File: src/rtl/irq_redirect_ctrl.sv
// irq_redirect_ctrl
//   Machine-mode interrupt entry / mret exit sequencer for the riscv32i core.
//   It owns mstatus (MIE/MPIE only), mtvec, mepc and mcause. It drives the
//   PC generator's redirect requests: irq_prep_o on interrupt entry and
//   mret_inst_o on return.
//
// Ports
//   clk_i, reset_i        core clock, synchronous active-high reset
//   enable_design         global enable; low freezes all state and CSRs
//   irq_i                 level-sensitive external interrupt request
//   pc_i                  current PC from the PC generator
//   change_pc_i           jump/branch redirect in progress this cycle
//   stage_IF_ready_i      IF accepts a new PC this cycle
//   mret_i                decoded mret (1-cycle pulse)
//   csr_we_i/addr/wdata   CSR write port
//   csr_rdata_o           CSR read data, combinational on csr_addr_i
//   irq_prep_o            interrupt redirect request (1-cycle pulse)
//   interrupt_vector_o    handler address (= mtvec)
//   mepc_o                return address (= mepc)
//   mret_inst_o           return redirect request (1-cycle pulse)
//   in_handler_o          high while inside the handler
module irq_redirect_ctrl #(
  parameter int               XLEN        = 32,
  parameter logic [XLEN-1:0]  MTVEC_RESET = 32'h0000_0100,
  parameter logic             MIE_RESET   = 1'b1
) (
  input  logic            clk_i,
  input  logic            reset_i,
  input  logic            enable_design,
  input  logic            irq_i,
  input  logic [XLEN-1:0] pc_i,
  input  logic            change_pc_i,
  input  logic            stage_IF_ready_i,
  input  logic            mret_i,
  input  logic            csr_we_i,
  input  logic [11:0]     csr_addr_i,
  input  logic [XLEN-1:0] csr_wdata_i,
  output logic [XLEN-1:0] csr_rdata_o,
  output logic            irq_prep_o,
  output logic [XLEN-1:0] interrupt_vector_o,
  output logic [XLEN-1:0] mepc_o,
  output logic            mret_inst_o,
  output logic            in_handler_o
);

  localparam logic [11:0]     A_MSTATUS = 12'h300;
  localparam logic [11:0]     A_MTVEC   = 12'h305;
  localparam logic [11:0]     A_MEPC    = 12'h341;
  localparam logic [11:0]     A_MCAUSE  = 12'h342;
  // Machine external interrupt: interrupt bit set, exception code 11.
  localparam logic [XLEN-1:0] MCAUSE_MEI = {1'b1, (XLEN-1)'(11)};
  localparam logic [XLEN-1:0] ALIGN_MASK = ~XLEN'(3);

  typedef enum logic [1:0] {S_IDLE, S_WAIT, S_HANDLER} state_t;

  state_t          r_state, w_next;
  logic            r_mie, r_mpie;
  logic [XLEN-1:0] r_mtvec, r_mepc, r_mcause;

  logic            w_pending, w_boundary, w_take, w_ret, w_sw_wr;
  logic [XLEN-1:0] w_mepc_cap, w_mstatus;

  assign w_pending  = irq_i & r_mie;
  // An instruction boundary: IF can accept, no branch/jump redirect is in
  // flight (branches always win), and no mret is being retired.
  assign w_boundary = stage_IF_ready_i & ~change_pc_i & ~mret_i;
  assign w_take     = enable_design & (r_state == S_WAIT) & w_pending & w_boundary;
  assign w_ret      = enable_design & (r_state == S_HANDLER) & mret_i;
  assign w_sw_wr    = csr_we_i & enable_design;
  assign w_mepc_cap = (pc_i + XLEN'(4)) & ALIGN_MASK;

  // ---------------- FSM: state register ----------------
  always_ff @(posedge clk_i) begin
    if (reset_i)            r_state <= S_IDLE;
    else if (enable_design) r_state <= w_next;
  end

  // ---------------- FSM: next state ----------------
  always_comb begin
    w_next = r_state;
    case (r_state)
      S_IDLE:    if (w_pending) w_next = S_WAIT;
      // The request is level-sensitive, so a drop while waiting cancels it.
      S_WAIT:    if (!w_pending) w_next = S_IDLE;
                 else if (w_boundary) w_next = S_HANDLER;
      S_HANDLER: if (mret_i) w_next = S_IDLE;
      default:   w_next = S_IDLE;
    endcase
  end

  // ---------------- FSM: outputs ----------------
  always_comb begin
    irq_prep_o   = w_take;
    mret_inst_o  = w_ret;
    in_handler_o = (r_state == S_HANDLER);
  end

  // ---------------- CSRs ----------------
  // Software writes are applied first and hardware captures after them, so
  // when both land in one cycle the hardware value wins for the fields it
  // touches (last non-blocking assignment takes effect).
  always_ff @(posedge clk_i) begin
    if (reset_i) begin
      r_mie    <= MIE_RESET;
      r_mpie   <= 1'b0;
      r_mtvec  <= MTVEC_RESET;
      r_mepc   <= '0;
      r_mcause <= '0;
    end else if (enable_design) begin
      if (w_sw_wr) begin
        case (csr_addr_i)
          A_MSTATUS: begin
            r_mie  <= csr_wdata_i[3];
            r_mpie <= csr_wdata_i[7];
          end
          A_MTVEC:   r_mtvec <= csr_wdata_i & ALIGN_MASK;
          A_MEPC:    r_mepc  <= csr_wdata_i & ALIGN_MASK;
          default:   ;
        endcase
      end
      if (w_take) begin
        r_mepc   <= w_mepc_cap;
        r_mpie   <= r_mie;
        r_mie    <= 1'b0;
        r_mcause <= MCAUSE_MEI;
      end
      if (w_ret) begin
        r_mie  <= r_mpie;
        r_mpie <= 1'b1;
      end
    end
  end

  always_comb begin
    w_mstatus    = '0;
    w_mstatus[3] = r_mie;
    w_mstatus[7] = r_mpie;
  end

  always_comb begin
    case (csr_addr_i)
      A_MSTATUS: csr_rdata_o = w_mstatus;
      A_MTVEC:   csr_rdata_o = r_mtvec;
      A_MEPC:    csr_rdata_o = r_mepc;
      A_MCAUSE:  csr_rdata_o = r_mcause;
      default:   csr_rdata_o = '0;
    endcase
  end

  assign interrupt_vector_o = r_mtvec;
  assign mepc_o             = r_mepc;

endmodule
File: config.mk
export PLATFORM = sky130hd
export DESIGN_NAME = irq_redirect_ctrl
export DESIGN_NICKNAME = d
export VERILOG_FILES = /design/src/rtl/irq_redirect_ctrl.sv
export SDC_FILE = /design/constraint.sdc
export NUM_CORES = 1
export LEC_CHECK = 0
export BUFFER_PORTS_ARGS = -buffer_cell sky130_fd_sc_hd__buf_4
export CAP_MARGIN = 5
export CORE_AREA = 2 2 64 127
export CTS_CLUSTER_SIZE = 14
export DETAILED_ROUTE_END_ITERATION = 16
export DIE_AREA = 0 0 66 129
export GPL_ROUTABILITY_DRIVEN = 0
export PLACE_DENSITY_LB_ADDON = 0.12
export SKIP_LAST_GASP = 1
export SLEW_MARGIN = 20
export SYNTH_ARGS = -nofsm -noshare
export SYNTH_HDL_FRONTEND = slang
export SYNTH_SLANG_ARGS = --single-unit
File: constraint.sdc
create_clock -name clk_i -period 3.3 [get_ports clk_i]
set_clock_uncertainty 0.05 [all_clocks]
set_input_delay 0.495 -clock clk_i [delete_from_list [all_inputs] [get_ports clk_i]]
set_output_delay 0.495 -clock clk_i [all_outputs]
set_load 0.01 [all_outputs]
==> report_table.html, run 1 <==
<table>
<tr><th>Metric</th><th>Value</th></tr>
<tr><th colspan="2">Status</th></tr>
<tr><td>Run status</td><td>complete, no violations</td></tr>
<tr><th colspan="2">Timing</th></tr>
<tr><td>Setup Viol. Count Final</td><td>0</td></tr>
<tr><td>Post-route fraction of the period consumed by the critical path</td><td>0.845</td></tr>
<tr><td>Worst slew margin</td><td>0.526</td></tr>
<tr><td>Total negative slack</td><td>0 ps</td></tr>
<tr><td>Fin. Hold Viols</td><td>0</td></tr>
<tr><td>RSZ-0062 raised after global routing</td><td>no</td></tr>
<tr><td>Max-slew violation total from the final report</td><td>0</td></tr>
<tr><td>Transition time of the tightest slew-check pin</td><td>711 ps</td></tr>
<tr><td>Tightest hold margin</td><td>350 ps</td></tr>
<tr><td>Minimum clock period</td><td>2790 ps</td></tr>
<tr><td>Max frequency</td><td>0.358 GHz</td></tr>
<tr><th colspan="2">Clock tree</th></tr>
<tr><td>Clock transition at the registers of the reported paths</td><td>50 ps</td></tr>
<tr><td>Clock tree from TritonCTS</td><td>done</td></tr>
<tr><td>Clock Sinks</td><td>65</td></tr>
<tr><td>Total of cells resized after clock tree synthesis</td><td>0</td></tr>
<tr><td>Deepest level of the CTS H-tree</td><td>3</td></tr>
<tr><td>TritonCTS Buffers</td><td>9</td></tr>
<tr><td>Setup bufs post-CTS</td><td>0</td></tr>
<tr><td>Maximum clock path buffer count</td><td>2</td></tr>
<tr><td>Clock latency on the worst-skew pair</td><td>330 ps</td></tr>
<tr><td># hold bufs at CTS</td><td>0</td></tr>
<tr><td>Clock root cell</td><td>clkbuf_16</td></tr>
<tr><th colspan="2">Synthesis</th></tr>
<tr><td>Count of different cell masters after synthesis</td><td>50</td></tr>
<tr><td>Post-synth top area share</td><td>0.355</td></tr>
<tr><td>Post-Syn Instances</td><td>460</td></tr>
<tr><td>Library cell occupying the most area in the post-synthesis netlist</td><td>dfxtp_1</td></tr>
<tr><td>Dominant synthesized flop cell</td><td>dfxtp_1</td></tr>
<tr><td>Share of async-settable or async-resettable flops after synthesis</td><td>0</td></tr>
<tr><td>Number of enable flip-flop cells after synthesis</td><td>0</td></tr>
<tr><td>#FFs+latches synth</td><td>65</td></tr>
<tr><td>Cell types occupying the most area after synthesis</td><td>dfxtp_1 35%, nand2_1 9.8%, a211oi_1 7.6%, a22o_1 6.5%, xnor2_1 4.5%</td></tr>
<tr><td>Synth Cell Area</td><td>0.00367 mm2</td></tr>
<tr><td>Share of synthesized area occupied by flip-flops and latches</td><td>0.355</td></tr>
<tr><td>Mean instance size in the synthesized netlist</td><td>7.97 um2</td></tr>
<tr><td>Count of synthesis-stage warnings from yosys</td><td>0</td></tr>
<tr><th colspan="2">Critical path</th></tr>
<tr><td>Maximum net fanout on the critical path</td><td>17</td></tr>
<tr><td>Logic depth of the worst register-to-register path</td><td>7</td></tr>
<tr><td>Worst Setup Start Kind</td><td>input pin</td></tr>
<tr><td>Setup crit end kind</td><td>primary output</td></tr>
<tr><td>Critical Path Start</td><td>csr_addr_i[5]</td></tr>
<tr><td>Critical Path End</td><td>csr_rdata_o[20]</td></tr>
<tr><td>Capturing point of the worst reg2reg path</td><td>mepc_o[29]$_SDFFE_PP0P_</td></tr>
<tr><td>Worst endpoint required time</td><td>2750 ps</td></tr>
<tr><td>Critical register-to-register path startpoint</td><td>r_state[0]$_SDFFE_PP0P_</td></tr>
<tr><td>Arrival time at the worst endpoint</td><td>2240 ps</td></tr>
<tr><td>Slack of the worst reg-to-reg path</td><td>1180 ps</td></tr>
<tr><td>Worst setup path category</td><td>in -&gt; out</td></tr>
<tr><th colspan="2">Power and ir drop</th></tr>
<tr><td>Worst voltage drop across the vdd grid</td><td>228 uV</td></tr>
<tr><td>Power density over the cells</td><td>353 mW/mm2</td></tr>
<tr><td>Proportion of total power due to net switching</td><td>0.224</td></tr>
<tr><td>Power share of the combinational group</td><td>0.093</td></tr>
<tr><td>Internal power contribution</td><td>1450 uW</td></tr>
<tr><td>Seq pwr share</td><td>0.422</td></tr>
<tr><td>Leakage power summed over all cells</td><td>0.00223 uW</td></tr>
<tr><td>Switching power</td><td>420 uW</td></tr>
<tr><td>Clock share of power</td><td>0.484</td></tr>
<tr><th colspan="2">Die</th></tr>
<tr><td>Initial core utilization</td><td>0.486</td></tr>
<tr><td>I/O pin total</td><td>183</td></tr>
<tr><td>Count of standard-cell rows</td><td>45</td></tr>
<tr><td>Floorplan die area</td><td>0.00851 mm2</td></tr>
<tr><td>CORE AREA</td><td>0.00754 mm2</td></tr>
<tr><td>DIE WIDTH</td><td>66 um</td></tr>
<tr><td>Height of the die</td><td>129 um</td></tr>
<tr><th colspan="2">Routing</th></tr>
<tr><td>Uppermost signal routing layer after detailed routing</td><td>met4</td></tr>
<tr><td># DRC</td><td>0</td></tr>
<tr><td>Met2 wire length</td><td>6.99 mm</td></tr>
<tr><td>Detail Route met3 WL</td><td>764 um</td></tr>
<tr><td>Detailed Route WL</td><td>12.6 mm</td></tr>
<tr><td>Routed length per placed instance</td><td>17.6 um</td></tr>
<tr><td>Number of search-and-repair iterations in the first detailed-routing pass</td><td>6</td></tr>
<tr><td>Post-route ant nets</td><td>0</td></tr>
<tr><td>Total via count after detailed routing</td><td>4,153</td></tr>
<tr><td>Routed vias/inst</td><td>5.78</td></tr>
<tr><td>Routed metal-1 wirelength</td><td>4.59 mm</td></tr>
<tr><td>DRC marker count from the first detailed-route iteration</td><td>290</td></tr>
<tr><th colspan="2">Cells and area</th></tr>
<tr><td>Nets</td><td>706</td></tr>
<tr><td>Antenna fix cells</td><td>0</td></tr>
<tr><td>Post-route non-filler standard cell count</td><td>719</td></tr>
<tr><td>Layout-stage area growth over the synthesis result</td><td>44.9%</td></tr>
<tr><td>Share of cells above drive strength 1</td><td>0.334</td></tr>
<tr><td>FF+latch area</td><td>0.00130 mm2</td></tr>
<tr><td>Fill cells</td><td>681</td></tr>
<tr><td>Area taken by multi-input logic gates</td><td>0.00218 mm2</td></tr>
<tr><td>Final core utilization</td><td>0.704</td></tr>
<tr><th colspan="2">Global route</th></tr>
<tr><td>Antenna violations before repair</td><td>0</td></tr>
<tr><td>Congestion Overflow GR</td><td>0</td></tr>
<tr><td>Largest net degree at the start of global routing</td><td>66</td></tr>
<tr><td>Overall global routing resource usage</td><td>0.296</td></tr>
<tr><td>First-pass GRT wire length</td><td>19.4 mm</td></tr>
<tr><td>Via count of the first global-routing pass</td><td>3,970</td></tr>
<tr><th colspan="2">Hold path</th></tr>
<tr><td>Min-delay worst type</td><td>in -&gt; reg</td></tr>
<tr><th colspan="2">Placement</th></tr>
<tr><td>Cell count after placement</td><td>704</td></tr>
<tr><td>Count of input and output buffers</td><td>174</td></tr>
<tr><td>HPWL after DPL</td><td>9.20 mm</td></tr>
<tr><th colspan="2">Flow run</th></tr>
<tr><td>Number of max-cap violations</td><td>0</td></tr>
</table>
## cell type report
| class | count | area share |
|---|---|---|
| multi-input combinational | 353 | 0.411 |
| clock buffer | 11 | 0.0438 |
| timing repair buffer | 186 | 0.265 |
| sequential | 65 | 0.245 |
| tap | 94 | 0.0221 |
| clock inverter | 4 | 0.00848 |
| inverter | 6 | 0.00424 |
## metal layers
metal / GRT usage / vias to the layer above
li1: - / 1970
met1: 0.329 / 1985
met2: 0.545 / 176
met3: 0.0411 / 22
met4: 0.125 / 0
met5: 0 / -
## sequential cells by signal, summed over array words and instances, names as in the netlist
| name | count |
|---|---|
| interrupt_vector_o | 30 |
| mepc_o | 30 |
| r_mcause | 1 |
| r_mie | 1 |
| r_mpie | 1 |
| r_state | 2 |
## cells by family (layout without fill, tap and decap cells)
group | after synthesis | after routing | share of synthesized area
buf+inv | 45 | 207 | 0.0549
fa+ha+maj | 1 | 1 | 0.00341
xor+xnor | 28 | 28 | 0.0669
flops | 65 | 65 | 0.355
other cells | 1 | 4 | 0.00102
simple gates | 201 | 201 | 0.284
mux | 3 | 3 | 0.00819
compound gates | 116 | 116 | 0.227
## cells in the mapped netlist (5+ instances only)
cell	count
nor2_1	20
a311oi_1	11
xor2_1	9
clkbuf_1	27
a22o_1	27
buf_2	5
and3_1	5
nand2_1	96
xnor2_1	19
nor3_1	10
nor4_1	7
nand4_1	6
a21oi_1	33
a211oi_1	37
buf_4	5
nand3_1	14
inv_1	6
and2_1	18
dfxtp_1	65
## stage by stage
stage	setup WS (ps)	cell area, um2	total power, uW
after floorplan	758	3680	868
after global placement	569	5030	975
after detailed placement	495	5030	979
after CTS	504	5310	1880
after global routing	396	5310	1920
final	511	5310	1870
## placed cells by master (no fill, tap or decap), drive strengths merged, types with 11 or more instances in the layout
cell type  netlist  layout
a22o            27      27
a311oi          11      11
xnor2           19      19
clkbuf          27      11
and2            18      18
nand3           14      14
dfxtp           65      65
nor2            20      20
a211oi          37      37
buf             12     186
a21oi           33      33
nand2           96      96
## power groups by stage
stage                     Sequential (uW)  Clock [uW]  Combinational [uW]
after floorplan                       807           0                60.2
after global placement                807           0                 168
after detailed placement              807           0                 172
after CTS                             791         917                 173
after global routing                  790         945                 187
final                                 791         907                 175
## worst min-delay path by stage
stage                                             start                                   to  cells past startpoint
floorplan                      r_mcause[0]$_SDFFE_PP0P_             r_mcause[0]$_SDFFE_PP0P_                      2
global placement               r_mcause[0]$_SDFFE_PP0P_             r_mcause[0]$_SDFFE_PP0P_                      2
detailed placement  interrupt_vector_o[22]$_SDFFE_PP0P_  interrupt_vector_o[22]$_SDFFE_PP0P_                      2
CTS                                             pc_i[2]               mepc_o[2]$_SDFFE_PP0P_                      2
global route                                    pc_i[2]               mepc_o[2]$_SDFFE_PP0P_                      2
finish                                          pc_i[2]               mepc_o[2]$_SDFFE_PP0P_                      2
## worst max-delay path, cell delays in order
cell and delay, ps:
buf_4 110, nor4b_1 480, and4_1 530, buf_4 320, a22o_1 180, buf_4 120
Power figures use the tool's default switching activity.
==> run 2: changes to the inputs <==
--- a/config.mk
+++ b/config.mk
@@ -7,10 +7,10 @@
 export LEC_CHECK = 0
 export BUFFER_PORTS_ARGS = -buffer_cell sky130_fd_sc_hd__buf_4
 export CAP_MARGIN = 5
-export CORE_AREA = 2 2 64 127
+export CORE_AREA = 2 2 70 138
 export CTS_CLUSTER_SIZE = 14
 export DETAILED_ROUTE_END_ITERATION = 16
-export DIE_AREA = 0 0 66 129
+export DIE_AREA = 0 0 72 140
 export GPL_ROUTABILITY_DRIVEN = 0
 export PLACE_DENSITY_LB_ADDON = 0.12
 export SKIP_LAST_GASP = 1
==> constraint.sdc (replaced) <==
create_clock -name clk_i -period 2.5 [get_ports clk_i]
set_clock_uncertainty 0.05 [all_clocks]
set_input_delay 0.375 -clock clk_i [delete_from_list [all_inputs] [get_ports clk_i]]
set_output_delay 0.375 -clock clk_i [all_outputs]
set_load 0.01 [all_outputs]
==> run 2 against run 1 <==
Effect of this change: critical path depth is 2 higher; non-clock buffer count up 3; clock power grew 50%; count of clock-buffer cells in the layout down 2; worst hold slack got worse by 120 ps; largest power group unchanged; power up 41%.
==> report_table.html, run 2 (same netlist as run 1, synthesis figures left out) <==
<table>
<tr><th>Metric</th><th>Value</th></tr>
<tr><th colspan="2">Status</th></tr>
<tr><td>Run status</td><td>complete, no violations</td></tr>
<tr><th colspan="2">Timing</th></tr>
<tr><td>Max-slew violation total from the final report</td><td>0 (unchanged)</td></tr>
<tr><td>Fin. Hold Viols</td><td>0 (unchanged)</td></tr>
<tr><td>Transition time of the tightest slew-check pin</td><td>738 ps (+26.8 ps)</td></tr>
<tr><td>Worst slew margin</td><td>0.508 (-0.0179)</td></tr>
<tr><td>Max frequency</td><td>0.406 GHz</td></tr>
<tr><td>Setup Viol. Count Final</td><td>0 (unchanged)</td></tr>
<tr><td>Setup slack of the critical path after layout</td><td>35.8 ps (-475 ps)</td></tr>
<tr><td>Post-route fraction of the period consumed by the critical path</td><td>0.986</td></tr>
<tr><td>Minimum clock period</td><td>2460 ps</td></tr>
<tr><td>Tightest hold margin</td><td>227 ps (-123 ps)</td></tr>
<tr><th colspan="2">Critical path</th></tr>
<tr><td>Stage delay of the slowest cell on the critical path</td><td>610 ps (+80 ps)</td></tr>
<tr><td>Worst Setup Start Kind</td><td>input pin</td></tr>
<tr><td>Arrival time at the worst endpoint</td><td>2040 ps (-200 ps)</td></tr>
<tr><td>Worst endpoint required time</td><td>2080 ps (-670 ps)</td></tr>
<tr><td>Setup crit end kind</td><td>primary output</td></tr>
<tr><td>Worst setup path category</td><td>in -&gt; out</td></tr>
<tr><td>Maximum net fanout on the critical path</td><td>16 (-1)</td></tr>
<tr><td>Most frequent CP cell</td><td>buf_4</td></tr>
<tr><td>Critical path, cell by cell</td><td>buf_4, or4_1, nor4_4, buf_4, buf_12, a22oi_1, o21ai_0, buf_4</td></tr>
<tr><td>Cell with the largest stage delay on the worst path</td><td>or4_1</td></tr>
<tr><th colspan="2">Die</th></tr>
<tr><td>CORE AREA</td><td>0.00901 mm2 (+19%)</td></tr>
<tr><td>Height of the die</td><td>140 um (+8.5%)</td></tr>
<tr><td>Count of standard-cell rows</td><td>49 (+8.9%)</td></tr>
<tr><td>DIE WIDTH</td><td>72 um (+9.1%)</td></tr>
<tr><td>Floorplan die area</td><td>0.0101 mm2 (+18%)</td></tr>
<tr><td>Initial core utilization</td><td>0.407 (-0.0791)</td></tr>
<tr><td>I/O pin total</td><td>183 (unchanged)</td></tr>
<tr><th colspan="2">Clock tree</th></tr>
<tr><td>Clock latency on the worst-skew pair</td><td>330 ps (about the same)</td></tr>
<tr><td>Clock root cell</td><td>clkbuf_16</td></tr>
<tr><td>Deepest level of the CTS H-tree</td><td>3 (unchanged)</td></tr>
<tr><td>Clock Sinks</td><td>65 (unchanged)</td></tr>
<tr><td>Clock tree from TritonCTS</td><td>done</td></tr>
<tr><td>Clock transition at the registers of the reported paths</td><td>50 ps (about the same)</td></tr>
<tr><td>TritonCTS Buffers</td><td>9 (unchanged)</td></tr>
<tr><td>Maximum clock path buffer count</td><td>2 (unchanged)</td></tr>
<tr><th colspan="2">Routing</th></tr>
<tr><td>Number of search-and-repair iterations in the first detailed-routing pass</td><td>4 (-2)</td></tr>
<tr><td>Detailed Route WL</td><td>13.3 mm (+5.2%)</td></tr>
<tr><td>Routed vias/inst</td><td>5.60 (-3.0%)</td></tr>
<tr><td># DRC</td><td>0 (unchanged)</td></tr>
<tr><td>Post-route ant nets</td><td>0 (unchanged)</td></tr>
<tr><td>Total via count after detailed routing</td><td>4,096 (-1.4%)</td></tr>
<tr><td>DRC marker count from the first detailed-route iteration</td><td>226 (-22%)</td></tr>
<tr><td>Routed length per placed instance</td><td>18.2 um (+3.5%)</td></tr>
<tr><th colspan="2">Cells and area</th></tr>
<tr><td>Antenna fix cells</td><td>0 (unchanged)</td></tr>
<tr><td>Layout-stage area growth over the synthesis result</td><td>48.1%</td></tr>
<tr><td>Nets</td><td>709 (+0.42%)</td></tr>
<tr><td>Area taken by multi-input logic gates</td><td>0.00218 mm2 (unchanged)</td></tr>
<tr><td>Fill cells</td><td>860 (+26%)</td></tr>
<tr><td>Share of cells above drive strength 1</td><td>0.342 (+0.00741)</td></tr>
<tr><td>Post-route non-filler standard cell count</td><td>731 (+1.7%)</td></tr>
<tr><td>Final core utilization</td><td>0.602 (-0.102)</td></tr>
<tr><td>FF+latch area</td><td>0.00130 mm2 (unchanged)</td></tr>
<tr><td>Commonest non-fill, non-tap cell in the layout</td><td>buf_4</td></tr>
<tr><td>Non-Filler Cell Area, Final</td><td>0.00543 mm2 (+2.2%)</td></tr>
<tr><td>Commonest non-fill, non-tap cells in the layout</td><td>185 x buf_4, 96 x nand2_1, 65 x dfxtp_1</td></tr>
<tr><th colspan="2">Power and ir drop</th></tr>
<tr><td>Leakage power summed over all cells</td><td>0.00228 uW (+1.9%)</td></tr>
<tr><td>Worst voltage drop across the vdd grid</td><td>378 uV (+66%)</td></tr>
<tr><td>Power density over the cells</td><td>486 mW/mm2 (+38%)</td></tr>
<tr><th colspan="2">Placement</th></tr>
<tr><td>Total placed instance area</td><td>0.00507 mm2 (+0.70%)</td></tr>
<tr><td>Count of input and output buffers</td><td>174 (unchanged)</td></tr>
<tr><td>Cell count after placement</td><td>712 (+1.1%)</td></tr>
<tr><td>HPWL after DPL</td><td>9.36 mm (+1.7%)</td></tr>
<tr><td>Pre-CTS WS</td><td>42.5 ps (-452 ps)</td></tr>
<tr><th colspan="2">Flow run</th></tr>
<tr><td>Number of max-cap violations</td><td>0 (unchanged)</td></tr>
<tr><th colspan="2">Global route</th></tr>
<tr><td>Antenna violations before repair</td><td>0 (unchanged)</td></tr>
<tr><td>Overall global routing resource usage</td><td>0.259 (-0.0367)</td></tr>
<tr><td>First-pass GRT wire length</td><td>20.3 mm (+4.8%)</td></tr>
<tr><td>Congestion Overflow GR</td><td>0 (unchanged)</td></tr>
<tr><td>Via count of the first global-routing pass</td><td>3,962 (-0.20%)</td></tr>
<tr><td>Largest net degree at the start of global routing</td><td>66 (unchanged)</td></tr>
<tr><th colspan="2">Hold path</th></tr>
<tr><td>Min-delay worst type</td><td>in -&gt; reg</td></tr>
</table>
==> run 2: cell types whose count changed in the layout (fill, tap and decap cells not counted) <==
cell / delta
buf_12: +2
clkbuf_1: -2
clkinv_4: +2
bufinv_16: +1
clkbuf_16: +1
clkinv_2: -1
clkinvlp_4: +1
==> run 2: power breakdown <==
group	switching [uW]	internal [uW]
logic	115	117
registers	3.12	1040
clock network	491	872
total	608	2030
==> run 2: area by class of cell <==
type | instances | area share
Multi-Input combinational cell | 353 | 0.402
Clock inverter | 7 | 0.0175
Tap cell | 102 | 0.0235
Inverter | 6 | 0.00415
Sequential cell | 65 | 0.240
Clock buffer | 9 | 0.0415
Timing Repair Buffer | 189 | 0.271
==> run 2: stage by stage <==
step | setup TNS (ps) | power (uW)
2_1_floorplan | 0 | 1150
3_3_place_gp | 0 | 1290
3_5_place_dp | 0 | 1290
4_1_cts | 0 | 2650
5_1_grt | -25.1 | 2730
6_report | 0 | 2640
==> run 2: repair_timing <==
| item | in CTS | in global routing |
|---|---|---|
| hold buffers | 0 | 0 |
| endpoints found under the setup margin | 0 | 1 |
| buffers inserted | 0 | 2 |
| resized for setup | 0 | 0 |
==> run 2: path summary, 6_finish.rpt <==
path	slack [ps]	from	to	cells past startpoint
setup / recovery	40	csr_addr_i[5]	csr_rdata_o[3]	8
hold / removal	230	pc_i[2]	mepc_o[2]$_SDFFE_PP0P_	2
setup reg to reg	780	r_state[0]$_SDFFE_PP0P_	mepc_o[30]$_SDFFE_PP0P_	6
hold reg to reg	420	interrupt_vector_o[9]$_SDFFE_PP0P_	interrupt_vector_o[9]$_SDFFE_PP0P_	2
==> run 2: layer usage <==
| metal | part of all wire | up-vias | routed length, um | global-route usage |
|---|---|---|---|---|
| met3 | 0.050 | 23 | 662 | 0.0388 |
| met5 | 0 | - | 0 | 0 |
| met2 | 0.53 | 143 | 7040 | 0.452 |
| li1 | - | 1976 | - | - |
| met4 | 0.028 | 0 | 368 | 0.126 |
| met1 | 0.39 | 1954 | 5230 | 0.301 |
==> run 2: worst max-delay path, delay by kind of cell <==
family | cells | cell delay (ps)
simple gates | 2 | 810
compound gates | 2 | 250
buf+inv | 4 | 610
==> run 3: changes to the inputs <==
==> constraint.sdc (replaced) <==
create_clock -name clk_i -period 2.5 [get_ports clk_i]
set_clock_uncertainty 0.05 [all_clocks]
set_input_delay 0.75 -clock clk_i [delete_from_list [all_inputs] [get_ports clk_i]]
set_output_delay 0.75 -clock clk_i [all_outputs]
set_load 0.01 [all_outputs]
==> run 3 against run 2 <==
Effect of this change: the flow now finishes with violations (negative setup slack); wire length is 1.1% higher; setup slack worse by 550 ps; sequential share of layout area is 0.93 points lower; sequential cell count stayed put; die area stayed put; critical path depth stayed put; register-to-register slack hardly changed; power is 7.8% higher; via count is 2.4% higher.
==> report_table.html, run 3 (same netlist as run 1, synthesis figures left out) <==
<table>
<tr><th>Metric</th><th>Value</th></tr>
<tr><th colspan="2">Critical path</th></tr>
<tr><td>Critical path, cell by cell</td><td>buf_6, or4_4, nor4_4, buf_6, buf_12, a22oi_1, o21ai_1, buf_4</td></tr>
<tr><td>Critical register-to-register path startpoint</td><td>r_state[0]$_SDFFE_PP0P_</td></tr>
<tr><td>Stage delay of the slowest cell on the critical path</td><td>560 ps (-50 ps)</td></tr>
<tr><td>Worst path bufs/invs</td><td>4 (unchanged)</td></tr>
<tr><td>Maximum net fanout on the critical path</td><td>17 (+1)</td></tr>
<tr><td>Worst endpoint required time</td><td>1700 ps (-380 ps)</td></tr>
<tr><td>Setup crit end kind</td><td>primary output</td></tr>
<tr><td>Cell type group with the largest total delay on the critical path</td><td>simple AND/OR/NAND/NOR gates</td></tr>
<tr><td>Capturing point of the worst reg2reg path</td><td>mepc_o[29]$_SDFFE_PP0P_</td></tr>
<tr><td>Logic depth of the worst register-to-register path</td><td>6 (unchanged)</td></tr>
<tr><td>Slack of the worst reg-to-reg path</td><td>770 ps (about the same)</td></tr>
<tr><td>Most frequent CP cell</td><td>buf_6</td></tr>
<tr><td>Worst setup path category</td><td>in -&gt; out</td></tr>
<tr><td>Worst Setup Start Kind</td><td>input pin</td></tr>
<tr><td>Cell with the largest stage delay on the worst path</td><td>or4_4</td></tr>
<tr><td>Arrival time at the worst endpoint</td><td>2220 ps (+180 ps)</td></tr>
<tr><th colspan="2">Routing</th></tr>
<tr><td>Detail Route met3 WL</td><td>767 um (+16%)</td></tr>
<tr><td>Routed vias/inst</td><td>5.60 (about the same)</td></tr>
<tr><td>DRC marker count from the first detailed-route iteration</td><td>202 (-11%)</td></tr>
<tr><td>Routed metal-1 wirelength</td><td>4.67 mm (-11%)</td></tr>
<tr><td>Total via count after detailed routing</td><td>4,193 (+2.4%)</td></tr>
<tr><td># DRC</td><td>0 (unchanged)</td></tr>
<tr><td>Post-route ant nets</td><td>0 (unchanged)</td></tr>
<tr><td>Met2 wire length</td><td>7.57 mm (+7.6%)</td></tr>
<tr><td>Routed length per placed instance</td><td>18.0 um (-1.3%)</td></tr>
<tr><td>Number of search-and-repair iterations in the first detailed-routing pass</td><td>6 (+2)</td></tr>
<tr><td>Detailed Route WL</td><td>13.5 mm (+1.1%)</td></tr>
<tr><td>Uppermost signal routing layer after detailed routing</td><td>met4</td></tr>
<tr><th colspan="2">Clock tree</th></tr>
<tr><td>Clock tree from TritonCTS</td><td>done</td></tr>
<tr><td>Clock Sinks</td><td>65 (unchanged)</td></tr>
<tr><td># hold bufs at CTS</td><td>0 (unchanged)</td></tr>
<tr><td>Clock latency on the worst-skew pair</td><td>330 ps (about the same)</td></tr>
<tr><td>Clock transition at the registers of the reported paths</td><td>50 ps (about the same)</td></tr>
<tr><td>TritonCTS Buffers</td><td>9 (unchanged)</td></tr>
<tr><td>Clock root cell</td><td>clkbuf_16</td></tr>
<tr><td>Deepest level of the CTS H-tree</td><td>3 (unchanged)</td></tr>
<tr><td>Maximum clock path buffer count</td><td>2 (unchanged)</td></tr>
<tr><th colspan="2">Die</th></tr>
<tr><td>Height of the die</td><td>140 um (unchanged)</td></tr>
<tr><td>DIE WIDTH</td><td>72 um (unchanged)</td></tr>
<tr><td>Initial core utilization</td><td>0.407 (unchanged)</td></tr>
<tr><td>CORE AREA</td><td>0.00901 mm2 (unchanged)</td></tr>
<tr><td>Count of standard-cell rows</td><td>49 (unchanged)</td></tr>
<tr><td>Floorplan die area</td><td>0.0101 mm2 (unchanged)</td></tr>
<tr><td>I/O pin total</td><td>183 (unchanged)</td></tr>
<tr><th colspan="2">Global route</th></tr>
<tr><td>Via count of the first global-routing pass</td><td>4,270 (+7.8%)</td></tr>
<tr><td>Overall global routing resource usage</td><td>0.269 (+0.00976)</td></tr>
<tr><td>Antenna violations before repair</td><td>0 (unchanged)</td></tr>
<tr><td>First-pass GRT wire length</td><td>21.0 mm (+3.6%)</td></tr>
<tr><td>Congestion Overflow GR</td><td>0 (unchanged)</td></tr>
<tr><td>Largest net degree at the start of global routing</td><td>66 (unchanged)</td></tr>
<tr><th colspan="2">Cells and area</th></tr>
<tr><td>Commonest non-fill, non-tap cells in the layout</td><td>196 x buf_4, 96 x nand2_1, 65 x dfxtp_1</td></tr>
<tr><td>Fill cells</td><td>828 (-3.7%)</td></tr>
<tr><td>Commonest non-fill, non-tap cell in the layout</td><td>buf_4</td></tr>
<tr><td>Post-route non-filler standard cell count</td><td>749 (+2.5%)</td></tr>
<tr><td>Non-Filler Cell Area, Final</td><td>0.00565 mm2 (+4.0%)</td></tr>
<tr><td>Antenna fix cells</td><td>0 (unchanged)</td></tr>
<tr><td>Layout-stage area growth over the synthesis result</td><td>54.1%</td></tr>
<tr><td>Nets</td><td>727 (+2.5%)</td></tr>
<tr><td>Share of cells above drive strength 1</td><td>0.368 (+0.0260)</td></tr>
<tr><th colspan="2">Timing</th></tr>
<tr><td>Total negative slack</td><td>-13,320 ps (-13,320 ps)</td></tr>
<tr><td>Fin. Hold Viols</td><td>0 (unchanged)</td></tr>
<tr><td>Setup Viol. Count Final</td><td>32 (+32)</td></tr>
<tr><td>RSZ-0062 raised after global routing</td><td>yes</td></tr>
<tr><td>Transition time of the tightest slew-check pin</td><td>713 ps (-25.0 ps)</td></tr>
<tr><td>Setup slack of the critical path after layout</td><td>-519 ps (-554 ps)</td></tr>
<tr><td>Tightest hold margin</td><td>415 ps (+188 ps)</td></tr>
<tr><td>Minimum clock period</td><td>3020 ps (+554 ps)</td></tr>
<tr><td>Max frequency</td><td>0.331 GHz (-18%)</td></tr>
<tr><td>Post-route fraction of the period consumed by the critical path</td><td>1.21 (+0.222)</td></tr>
<tr><td>Max-slew violation total from the final report</td><td>0 (unchanged)</td></tr>
<tr><td>Worst slew margin</td><td>0.525 (+0.0167)</td></tr>
<tr><th colspan="2">Power and ir drop</th></tr>
<tr><td>Leakage power summed over all cells</td><td>0.00240 uW (+5.3%)</td></tr>
<tr><td>Worst voltage drop across the vdd grid</td><td>388 uV (+2.7%)</td></tr>
<tr><td>Power density over the cells</td><td>503 mW/mm2 (+3.6%)</td></tr>
<tr><th colspan="2">Hold path</th></tr>
<tr><td>Worst Hold End</td><td>interrupt_vector_o[5]$_SDFFE_PP0P_</td></tr>
<tr><td>HP Start</td><td>interrupt_vector_o[5]$_SDFFE_PP0P_</td></tr>
<tr><td>Count of cells along the worst hold path</td><td>2 (unchanged)</td></tr>
<tr><td>Min-delay worst type</td><td>reg -&gt; reg</td></tr>
<tr><th colspan="2">Placement</th></tr>
<tr><td>Pre-CTS WS</td><td>-593 ps (-635 ps)</td></tr>
<tr><td>Cell count after placement</td><td>730 (+2.5%)</td></tr>
<tr><td>Count of input and output buffers</td><td>174 (unchanged)</td></tr>
<tr><td>Total placed instance area</td><td>0.00521 mm2 (+2.8%)</td></tr>
<tr><td>HPWL after DPL</td><td>10.1 mm (+7.8%)</td></tr>
<tr><th colspan="2">Status</th></tr>
<tr><td>Violated checks</td><td>negative setup slack</td></tr>
<tr><td>Run status</td><td>finished with violations</td></tr>
<tr><th colspan="2">Flow run</th></tr>
<tr><td>Number of max-cap violations</td><td>0 (unchanged)</td></tr>
</table>
==> run 3: changes by cell type in the layout (fill, tap and decap cells not counted), sizes merged <==
cell	delta
clkbuf	-1
buf	+19
clkinvlp	-1
bufinv	+2
clkinv	-1
==> run 3: how the worst max path moves through the flow <==
stage	slack, ps	depth (start not counted)	end	from
6_report	-520	8	csr_rdata_o[3]	csr_addr_i[6]
5_1_grt	-570	8	csr_rdata_o[3]	csr_addr_i[6]
4_1_cts	-490	8	csr_rdata_o[3]	csr_addr_i[6]
3_5_place_dp	-590	6	csr_rdata_o[24]	csr_addr_i[6]
3_3_place_gp	-570	6	csr_rdata_o[31]	csr_addr_i[6]
2_1_floorplan	-260	5	csr_rdata_o[3]	csr_addr_i[6]
==> run 3: per-layer routing <==
| layer | track usage | vias up |
|---|---|---|
| met1 | 0.273 | 1982 |
| met5 | 0 | - |
| li1 | - | 2015 |
| met2 | 0.505 | 162 |
| met4 | 0.118 | 0 |
| met3 | 0.0590 | 34 |
==> run 3: worst register-to-register path, delay by kind of cell (launching register included) <==
| kind | cells | cell delay (ps) |
|---|---|---|
| buf+inv | 2 | 500 |
| compound gates | 2 | 330 |
| flops | 1 | 370 |
| simple gates | 2 | 390 |
==> run 3: area by class of cell <==
cell class / count / area [um2] / share of cell area
clock buffer: 9 / 225 / 0.0399
multi-input combinational: 353 / 2220 / 0.393
clock inverter: 7 / 143 / 0.0253
timing repair buffer: 207 / 1610 / 0.285
tap: 102 / 128 / 0.0226
sequential: 65 / 1300 / 0.230
inverter: 6 / 22.5 / 0.00399
==> run 3: power by group <==
part	internal, uW	switching, uW	leakage (uW)
sequential	1040	3.32	0.000524
clock	1080	475	0.000180
combinational	128	120	0.00169
==> run 3: per-stage QoR <==
| stage | total power, uW | utilization |
|---|---|---|
| after floorplan | 1150 | - |
| after global placement | 1310 | 0.578 |
| after detailed placement | 1310 | 0.578 |
| after CTS | 2870 | 0.624 |
| after global routing | 2930 | 0.627 |
| final | 2840 | 0.627 |
==> run 3: repair_timing <==
action,4_1_cts,5_1_grt
buffers inserted,2,0
setup endpoints to repair,32,41
cloned,1,0
gates resized for setup,9,5
pin swaps,10,2
